$ cat src/rtl/address_bus.sv
// Registered chip-select decoder for the mapache64 CPU bus.
// Maps a 16-bit CPU address onto four memory regions and four I/O registers.
module address_bus (
  input  logic        clk,
  input  logic        rst_n,
  input  logic [15:0] cpu_address,
  output logic        SELECT_ram,
  output logic        SELECT_vram,
  output logic        SELECT_firmware,
  output logic        SELECT_rom,
  output logic        SELECT_in_vblank,
  output logic        SELECT_clr_vblank_irq,
  output logic        SELECT_controller_1,
  output logic        SELECT_controller_2
);

  // Bit order: ram, vram, firmware, rom, in_vblank, clr_vblank_irq, ctrl_1, ctrl_2
  logic [7:0] sel_d;
  logic [7:0] sel_q;

  // Address decode into a one-hot (or all-zero) select vector.
  always_comb begin
    sel_d = 8'h00;
    if (cpu_address[15]) begin
      sel_d = 8'b0001_0000;
    end else if (cpu_address[14:12] == 3'b111) begin
      // 0x7000-0x7FFF: only the first four words are mapped.
      if (cpu_address[11:2] == 10'd0) begin
        case (cpu_address[1:0])
          2'd0:    sel_d = 8'b0000_1000;
          2'd1:    sel_d = 8'b0000_0100;
          2'd2:    sel_d = 8'b0000_0010;
          2'd3:    sel_d = 8'b0000_0001;
          default: sel_d = 8'h00;
        endcase
      end else begin
        sel_d = 8'h00;
      end
    end else if (cpu_address[14]) begin
      sel_d = 8'b0010_0000;
    end else if (cpu_address[13:12] == 2'b11 && cpu_address[11:8] >= 4'h7) begin
      sel_d = 8'b0100_0000;
    end else begin
      sel_d = 8'b1000_0000;
    end
  end

  // Select register; loads every edge, cleared asynchronously by reset.
  always_ff @(posedge clk or negedge rst_n) begin
    if (!rst_n) begin
      sel_q <= 8'h00;
    end else begin
      sel_q <= sel_d;
    end
  end

  assign SELECT_ram            = sel_q[7];
  assign SELECT_vram           = sel_q[6];
  assign SELECT_firmware       = sel_q[5];
  assign SELECT_rom            = sel_q[4];
  assign SELECT_in_vblank      = sel_q[3];
  assign SELECT_clr_vblank_irq = sel_q[2];
  assign SELECT_controller_1   = sel_q[1];
  assign SELECT_controller_2   = sel_q[0];

endmodule

$ cat config.mk
export PLATFORM = sky130hd
export DESIGN_NAME = address_bus
export DESIGN_NICKNAME = d
export VERILOG_FILES = /design/src/rtl/address_bus.sv
export SDC_FILE = /design/constraint.sdc
export NUM_CORES = 1
export LEC_CHECK = 0
export BUFFER_PORTS_ARGS = -buffer_cell sky130_fd_sc_hd__buf_2
export CORE_AREA = 5 5 42 44
export DETAILED_ROUTE_END_ITERATION = 8
export DIE_AREA = 0 0 47 49
export PLACE_DENSITY = 0.64
export SLEW_MARGIN = 20
export SYNTH_ARGS = -nofsm -noshare
export SYNTH_HDL_FRONTEND = slang
export SYNTH_SLANG_ARGS = --single-unit
$ cat constraint.sdc
create_clock -name clk -period 0.8 [get_ports clk]
set_input_delay 0.04 -clock clk [delete_from_list [all_inputs] [get_ports clk]]
set_output_delay 0.04 -clock clk [all_outputs]
set_load 0.05 [all_outputs]
# Word level (Yosys, flattened, before mapping)
# Cells that the tools add are included.
dict set report classes {
  reduce_logical 3
  eq_ne 5
  magnitude_cmp 1
  muxes 6
}
# operator count
set op_table {}
lappend op_table {{$mux W8} 5}
lappend op_table {{$pmux W8 S4} 1}
lappend op_table {{$logic_not A10 Y1} 1}
lappend op_table {{$eq A2 B2 Y1 const B} 3}
lappend op_table {{$ge A4 B3 Y1 const B} 1}
lappend op_table {{$eq A3 B3 Y1 const B} 1}
lappend op_table {{$eq A2 B1 Y1 const B} 1}
lappend op_table {{$logic_not A2 Y1} 1}
lappend op_table {{$logic_and A1 B1 Y1} 1}
dict set report word_totals {
  in_bits 18
  word_cells 16
  register_bits 8
  output_inout_bits 8
}

# Longest topological paths before layout
# Gate-level depths: netlist (run 1).
dict set report logic_depth {
  ltp_word 6
  mapped_depth 2
  ltp_nobuf 2
}

# Worst setup path before layout (run 1)
# OpenSTA, ideal clock, no wires.
dict set report synth_path {
  kind {input -> register}
  start {input port cpu_address[8]}
  end {register sel_q[0]}
  setup_time_ns 0.101
  t_required_ns 0.699
  t_arrival_ns 0.858
  n_path_buf 0
  path_slack_ns -0.159
  path_stages 2
  path_cell_list {or4_1 nor4_1}
}
dict set report synth_between {
  elab_chain_len 4
}
# item line
set synth_lines {}
lappend synth_lines {{start: declaration} 6} ;# input logic [15:0] cpu_address,
lappend synth_lines {{$logic_not A10 Y1} 28} ;# if (cpu_address[11:2] == 10'd0) begin
lappend synth_lines {{$mux W8} 28}
lappend synth_lines {{$mux W8} 26} ;# end else if (cpu_address[14:12] == 3'b111) begin
lappend synth_lines {{$mux W8} 24} ;# if (cpu_address[15]) begin
lappend synth_lines {{named net sel_d[0]} 18} ;# logic [7:0] sel_d;
lappend synth_lines {{end signal: assignment} 53} ;# sel_q <= sel_d;
lappend synth_lines {{end: declaration} 19} ;# logic [7:0] sel_q;
# The timed path passes the listed nets, and every way through them passes these cells.

# Worst setup path in the final report (run 1)
dict set report layout_path {
  start {input port cpu_address[5]}
  end {register sel_q[3]}
}
# The elaborated chain is that of the path after synthesis.

==> results of run 1 <==
[power breakdown]
part / total [W] / internal, W / switching, W
combinational: 0.000182 / 0.0000901 / 0.0000914
clock: 0.000290 / 0.000170 / 0.000120
sequential: 0.000419 / 0.000414 / 0.00000444
[metrics by stage]
stage               util [%]  instances  setup slack, ps  TNS, ps
floorplan                  -         25            -78.3     -313
global placement        35.6         68             -287    -1020
detailed placement      35.6         68             -283    -1040
CTS                     43.3         72            -38.3     -162
global route            47.8         73            -55.1     -349
finish                  47.8         73            -42.2     -103
[kinds of logic (layout without fill, tap and decap cells)]
logic type             Yosys count  in the layout  share of synthesized area [%]
flip-flops                       8              8                           61.8
AND/OR/NAND/NOR                 15             15                           34.0
AO/OA/AOI/OAI                    2              2                           4.25
buffers and inverters            0             32                              0
[worst paths after layout]
| path | from | to | slack (ps) | cells past startpoint |
|---|---|---|---|---|
| worst max-delay path | cpu_address[5] | sel_q[3] | -40 | 3 |
| worst min-delay path | cpu_address[15] | sel_q[4] | 20 | 2 |
| min in group asynchronous | rst_n | sel_q[6] | 160 | 2 |
| max in group asynchronous | rst_n | sel_q[3] | 470 | 2 |
[cell type report]
type,count,area share [%]
well taps,16,2.99
multi-input cells,17,29.0
clock buffers,3,3.36
repair buffers,29,34.8
flip-flops and latches,8,29.9
[cell usage after synthesis, drive strengths merged]
cell type and count:
or4 3, dfrtp 8, and3b 1, nor4 5
nand2 1, nand4b 1, or4b 2, nor2 1
o21a 1, a31oi 1, or4bb 1
[repair_timing]
| action | 4_1_cts | 5_1_grt |
|---|---|---|
| hold buffers | 1 | 0 |
| endpoints found under the hold margin | 8 | 0 |
| resized for setup | 20 | 10 |
| pin swaps | 0 | 4 |
| endpoints found under the setup margin | 10 | 11 |
| buffers inserted | 0 | 1 |
[per-layer routing]
| layer | routed length (µm) | vias up |
|---|---|---|
| li1 | - | 168 |
| met2 | 418 | 28 |
| met5 | 0 | - |
| met3 | 144 | 4 |
| met4 | 35 | 0 |
| met1 | 355 | 155 |
==> impl_metrics.csv, run 1 <==
group,metric,value,unit
status,status,"complete, but fails checks",
status,failed_checks,"negative setup slack",
sta,timing.hold.ws,22.5,ps
worst_setup_path,cp_data_required_time,950,ps
final_layout,layout.cells.most_common_list,"buf_2 (13), buf_6 (12), dfrtp_1 (8)",
clocking,cts_tree,"done",
routing,drc,0,
global_routing,use_met1,10.2,%
worst_setup_path,cpLargestDelayFamily,"simple AND/OR/NAND/NOR gates",
clocking,cts_htree_levels,1,
routing,dr.pass1.iters,1,
yosys,yosys_warnings,0,
worst_setup_path,critPathLaunchType,"input port",
yosys,ys_types,11,
global_routing,grt_max_degree,9,
worst_setup_path,critPathKind,"in -> reg",
clocking,clock-sinks,8,
floorplanning,fp-row-count,14,
global_routing,track_usage,8.88,%
final_layout,num_antenna_cells,0,
placement,place_area,499,µm²
worst_setup_path,cp.arrival,990,ps
final_layout,regMostFlops,"sel_q",
worst_setup_path,path_max_fanout,4,
routing,ant_nets,0,
yosys,synthTopCellsByArea,"dfrtp_1 (62%), nor4_1 (9.7%), or4_1 (6.9%)",
routing,finalWirelength,953,µm
worst_hold_path,hold_class,"in -> reg",
global_routing,use_met2,12.0,%
sta,drv_slew,0,
final_layout,drive_gt1_share,70.2,%
job,max_cap_viol_count,0,
worst_setup_path,cp_num_buf_inv,1,
yosys,ys_ff_latch,8,
final_layout,area_growth,107,%
yosys,syn_inst,25,
floorplanning,initial_core_util,23.1,%
global_routing,grt_antenna_before_repair,0,
final_layout,finalNetCount,77,
yosys,yosysSeqAreaShare,61.8,%
sta,period_needed,842,ps
yosys,synth_nets,43,
final_layout,largest_reg_flops,8,
routing,vias_per_cell,4.86,
final_layout,final_common_cell,"buf_2",
routing,drtIter0Drc,0,
floorplanning,core_area,1400,µm²
floorplanning,dieArea,2300,µm²
pwr,fin_total_pwr,0.000890,W
yosys,synth.largest_area_cell,"dfrtp_1",
global_routing,grt_pass1_wl,1.39,mm
floorplanning,dieHeight,49,µm
final_layout,seqCellArea,200,µm²
global_routing,grtUsageMet3,3.32,%
routing,wl_per_cell,13.1,µm
placement,portBuffers,25,
sta,hold_viol,0,
worst_setup_path,path_cells,"buf_6 > or4_4 > nor4_4",
sta,finalCritPeriodShare,105,%
worst_setup_path,max_stage_delay,590,ps
pwr,power.density,1330,nW/µm²
global_routing,grt_pass1_vias,357,
global_routing,gr-total-overflow,0,
sta,max_freq,1.19,GHz
sta,timing.final.ws_setup,-42.2,ps
clocking,clk_pin_slew,50,ps
final_layout,largestRegisters,"sel_q x8",
placement,hpwl,770,µm
final_layout,fill_cells,135,
routing,vias,355,
floorplanning,boundaryPins,26,
global_routing,grt.busiest_layer,"met2",
yosys,avgSynthCellArea,13.0,µm²
clocking,root_buffer,"clkbuf_4",
sta,rsz0062_at_grt,"true",
pwr,leakagePower,0.338,nW
final_layout,multi_input_area,194,µm²
clocking,cts_inserted_buffers,3,
pwr,ir_drop,508,µV
sta,relSlewSlack,86.1,%
worst_setup_path,end_kind,"flop",
clocking,cts_buffer_depth,2,
placement,gp_congestion,0.688,
yosys,synth.top_cell.area_share,61.8,%
worst_setup_path,crit_slowest_cell,"or4_4",
sta,setup_viol,8,
floorplanning,die_x,47,µm
yosys,synth_area,324,µm²
sta,tightest_slew,206,ps
final_layout,fin_area,669,µm²
No activity file was read; power rests on OpenSTA's default activity.
==> run 2, diff against run 1 <==
ABC_AREA = 1   (was not set)
PLACE_DENSITY = 0.66   (was 0.64)
==> impl_metrics.csv, run 2 <==
group,metric,value,unit
floorplanning,initial_core_util,25.1,%
worst_setup_path,cpLargestDelayFamily,"flip-flops",
yosys,async_reset_ff_share,100,%
yosys,synthXorXnorAreaFrac,0,%
yosys,dominantRegCellSynth,"dfrtp_1",
worst_hold_path,hold_start,"cpu_address[0]",
worst_setup_path,path_cells,"buf_6",
yosys,synth.largest_area_cell,"dfrtp_1",
sta,relSlewSlack,88.7,%
placement,place_inst,83,
routing,vias,358,
final_layout,largest_reg_flops,8,
pwr,power.density,1460,nW/µm²
yosys,synth_edf_count,0,
worst_hold_path,whs_path_depth,3,
yosys,synth_area,352,µm²
yosys,synthTopCellsByArea,"dfrtp_1 (57%), nor2_1 (13%), inv_1 (6.4%)",
final_layout,drive_gt1_share,43.1,%
routing,drc,0,
worst_setup_path,critPathKind,"reg -> out",
worst_setup_path,max_stage_delay,370,ps
floorplanning,dieArea,2300,µm²
worst_setup_path,cp_data_required_time,760,ps
sta,rsz0062_at_grt,"true",
job,max_cap_viol_count,0,
global_routing,grt_pass1_wl,1.37,mm
sta,setup_viol,2,
worst_setup_path,cp_num_buf_inv,1,
routing,vias_per_cell,4.07,
status,status,"complete, but fails checks",
yosys,synth_compound_area_share,3.56,%
floorplanning,dieHeight,49,µm
floorplanning,boundaryPins,26,
clocking,cts_buffer_depth,2,
yosys,synthAdderAreaFrac,0,%
final_layout,area_growth,67.6,%
final_layout,finalNetCount,92,
yosys,synth_nets,60,
sta,max_freq,1.24,GHz
clocking,clock-sinks,8,
clocking,root_buffer,"clkbuf_4",
worst_hold_path,min_to,"sel_q[0]",
global_routing,grt_antenna_before_repair,0,
sta,timing.final.ws_setup,-4.56,ps
sta,period_needed,805,ps
final_layout,layout.cells.most_common_list,"buf_2 (17), nor2_1 (12), buf_6 (8), dfrtp_1 (8), inv_1 (6)",
yosys,ys_ff_latch,8,
worst_setup_path,critPathLaunchType,"flop",
yosys,syn_inst,42,
yosys,synth_top_family_by_area,"simple AND/OR/NAND/NOR gates",
worst_hold_path,hold_class,"in -> reg",
status,failed_checks,"negative setup slack",
yosys,yosysSeqAreaShare,56.9,%
global_routing,grt_pass1_vias,379,
global_routing,grtUsageMet3,0.369,%
sta,hold_viol,0,
final_layout,regMostFlops,"sel_q",
yosys,avgSynthCellArea,8.37,µm²
clocking,clk_pin_slew,50,ps
yosys,netlist_top_cells_count,"nor2_1 (12), dfrtp_1 (8), inv_1 (6)",
clocking,cts_htree_levels,1,
pwr,ir_drop,524,µV
yosys,synth.top_cell.area_share,56.9,%
yosys,ys_types,12,
final_layout,layoutNonFillerInstCount,88,
yosys,yosys.area_share.simple,33.1,%
sta,timing.hold.ws,59.8,ps
final_layout,largestRegisters,"sel_q x8",
floorplanning,fp-row-count,14,
clocking,cts_inserted_buffers,3,
placement,portBuffers,25,
placement,pre_cts_ws,117,ps
yosys,muxShareOfSynthArea,0,%
worst_setup_path,end_kind,"output pin",
global_routing,track_usage,8.33,%
sta,drv_slew,0,
pwr,leakagePower,0.319,nW
worst_setup_path,cp.arrival,760,ps
yosys,yosysMostFrequentCell,"nor2_1",
floorplanning,core_area,1400,µm²
global_routing,gr-total-overflow,0,
routing,ant_nets,0,
yosys,yosys_warnings,0,
final_layout,num_antenna_cells,0,
global_routing,use_met1,10.0,%
global_routing,grt.busiest_layer,"met2",
routing,finalWirelength,810,µm
worst_setup_path,crit_slowest_cell,"dfrtp_1",
clocking,cts_tree,"done",
global_routing,grt_max_degree,9,
sta,tightest_slew,170,ps
global_routing,use_met2,12.0,%
final_layout,final_common_cell,"buf_2",
routing,dr.pass1.iters,1,
sta,finalCritPeriodShare,101,%
placement,gp_congestion,0.808,
worst_setup_path,path_max_fanout,1,
routing,drtIter0Drc,0,
routing,wl_per_cell,9.20,µm
floorplanning,die_x,47,µm
## run 2: per-stage QoR
step	area, µm²	TNS [ps]	util (%)	total power (W)
global route	589	-249	42.1	0.000912
finish	589	-8.83	42.1	0.000858
floorplan	352	0	-	0.000491
global placement	497	0	35.4	0.000557
detailed placement	497	0	35.4	0.000558
CTS	589	-93.3	42.1	0.000875
## run 2: power by group
part           switching (W)  total, W  internal [W]
combinational      0.0000863  0.000154     0.0000676
sequential        0.00000364  0.000418      0.000414
clock               0.000116  0.000286      0.000170
total               0.000206  0.000858      0.000652
## run 2: layout make-up
type	count	area [µm²]
multi-input cells	28	129
flip-flops and latches	8	200
inverters	6	22.5
fillers	155	812
clock buffers	3	22.5
well taps	16	20.0
repair buffers	27	195
## run 2: what timing repair did
item                                    CTS  global route
hold buffers                              2             0
endpoints found under the setup margin    8             8
endpoints found under the hold margin    10             0
pin swaps                                 0             0
resized for setup                        16             0
gates cloned                              0             0
setup buffers                             0             0
## run 2: how the worst max path moves through the flow
| stage | cells past startpoint | start | to |
|---|---|---|---|
| floorplan | 0 | sel_q[2] | SELECT_clr_vblank_irq |
| global placement | 6 | cpu_address[10] | sel_q[1] |
| detailed placement | 6 | cpu_address[10] | sel_q[1] |
| CTS | 1 | sel_q[0] | SELECT_controller_2 |
| global route | 1 | sel_q[3] | SELECT_in_vblank |
| finish | 1 | sel_q[0] | SELECT_controller_2 |
## run 2: cells by family after synthesis
kind of cell | after synthesis
AND/OR/NAND/NOR | 26
flip-flops | 8
buffers and inverters | 6
AO/OA/AOI/OAI | 2
## run 2: routing by layer
metal  wire length, µm  up-vias
met1               319      143
met2               381       22
li1                  -      191
met5                 0        -
met4                20        0
met3                88        2
==> run 3, diff against run 2 <==
CELL_PAD_IN_SITES_DETAIL_PLACEMENT = 1   (was not set)
CELL_PAD_IN_SITES_GLOBAL_PLACEMENT = 1   (was not set)
CORE_AREA = not set   (was 5 5 42 44)
CORE_MARGIN = 5   (was not set)
CORE_UTILIZATION = 24   (was not set)
DIE_AREA = not set   (was 0 0 47 49)
PLACE_DENSITY = 0.82   (was 0.66)
==> impl_metrics.csv, run 3 (synthesis gave the netlist of run 2 again) <==
group,metric,value,unit
clocking,clk_pin_slew,50,ps
clocking,root_buffer,"clkbuf_4",
final_layout,final_common_cell,"buf_2",
worst_setup_path,cpLargestDelayFamily,"flip-flops",
worst_setup_path,path_cells,"buf_6",
routing,vias_per_cell,4.34,
clocking,cts_buffer_depth,2,
worst_setup_path,cp_data_required_time,760,ps
floorplanning,dieArea,2330,µm²
placement,gp_congestion,0.675,
clocking,clock-sinks,8,
sta,period_needed,812,ps
pwr,fin_total_pwr,0.000862,W
sta,relSlewSlack,84.8,%
sta,max_freq,1.23,GHz
pwr,leakagePower,0.319,nW
routing,wl_per_cell,11.3,µm
placement,hpwl,834,µm
sta,setup_viol,5,
final_layout,drive_gt1_share,43.1,%
sta,timing.final.ws_setup,-11.6,ps
status,failed_checks,"negative setup slack",
worst_hold_path,hold_class,"in -> reg",
clocking,cts_htree_levels,1,
final_layout,regMostFlops,"sel_q",
worst_setup_path,cp_num_buf_inv,1,
job,max_cap_viol_count,0,
pwr,ir_drop,405,µV
global_routing,track_usage,9.61,%
worst_setup_path,end_kind,"output pin",
clocking,cts_tree,"done",
global_routing,grt_max_degree,9,
final_layout,num_antenna_cells,0,
floorplanning,initial_core_util,26.0,%
worst_setup_path,max_stage_delay,370,ps
routing,dr.pass1.iters,2,
final_layout,largestRegisters,"sel_q x8",
placement,portBuffers,25,
worst_setup_path,crit_slowest_cell,"dfrtp_1",
routing,drc,0,
clocking,cts_inserted_buffers,3,
worst_hold_path,hold_start,"cpu_address[15]",
final_layout,area_growth,67.3,%
sta,tightest_slew,227,ps
floorplanning,die_x,48.3,µm
global_routing,grt_antenna_before_repair,0,
routing,ant_nets,0,
floorplanning,boundaryPins,26,
worst_setup_path,critPathLaunchType,"flop",
final_layout,fill_cells,171,
floorplanning,dieHeight,48.3,µm
routing,finalWirelength,980,µm
final_layout,layout.cells.most_common_list,"buf_2 (17), nor2_1 (12), buf_6 (8), dfrtp_1 (8), inv_1 (6)",
final_layout,finalNetCount,92,
sta,drv_slew,0,
floorplanning,fp-row-count,13,
worst_setup_path,path_max_fanout,1,
status,status,"complete, but fails checks",
global_routing,grt_pass1_wl,1.55,mm
worst_setup_path,critPathKind,"reg -> out",
pwr,power.density,1470,nW/µm²
global_routing,gr-total-overflow,0,
sta,hold_viol,0,
routing,drtIter0Drc,1,
worst_setup_path,startpoint,"sel_q[5]",
worst_setup_path,cp.arrival,770,ps
sta,finalCritPeriodShare,101,%
placement,pre_cts_ws,104,ps
routing,vias,378,
final_layout,largest_reg_flops,8,
floorplanning,core_area,1350,µm²
global_routing,grt_pass1_vias,399,
sta,rsz0062_at_grt,"true",
-- run 3: routing by layer --
layer	global-route usage, %	wire [µm]	vias up
met5	0	0	-
met4	3.23	0	0
met3	2.21	95	0
met2	19.8	534	17
met1	8.87	350	171
li1	-	-	190
-- run 3: stage by stage --
stage	TNS [ps]	hold slack, ps	util (%)	instances	instance area [µm²]
finish	-36.1	16.0	43.6	87	588
global route	-255	31.0	43.6	87	588
CTS	-126	8.85	43.6	87	588
detailed placement	0	-115	36.7	82	495
global placement	0	-121	36.7	82	495
floorplan	0	-256	-	42	352
-- run 3: worst paths after layout --
check	endpoint	slack, ps	cells past startpoint
min in group asynchronous	sel_q[6]	170	2
max	SELECT_firmware	-10	1
max in group asynchronous	sel_q[1]	470	2
min	sel_q[5]	20	2
-- run 3: report_power, final --
part | total [W] | switching (W) | internal, W
clock | 0.000286 | 0.000116 | 0.000170
sequential | 0.000419 | 0.00000418 | 0.000414
combinational | 0.000158 | 0.0000899 | 0.0000676
-- run 3: final cells by class --
cell class | count | area [µm²] | share of cell area (%)
clock buffer | 3 | 22.5 | 3.83
inverter | 6 | 22.5 | 3.83
multi-input combinational | 28 | 129 | 21.9
sequential | 8 | 200 | 34.0
tap | 15 | 18.8 | 3.19
timing repair buffer | 27 | 195 | 33.2
-- run 3: what timing repair did --
action	4_1_cts	5_1_grt
gates resized for setup	16	0
endpoints found under the setup margin	8	8
buffers inserted	0	0
endpoints found under the hold margin	9	0
hold buffers	2	0
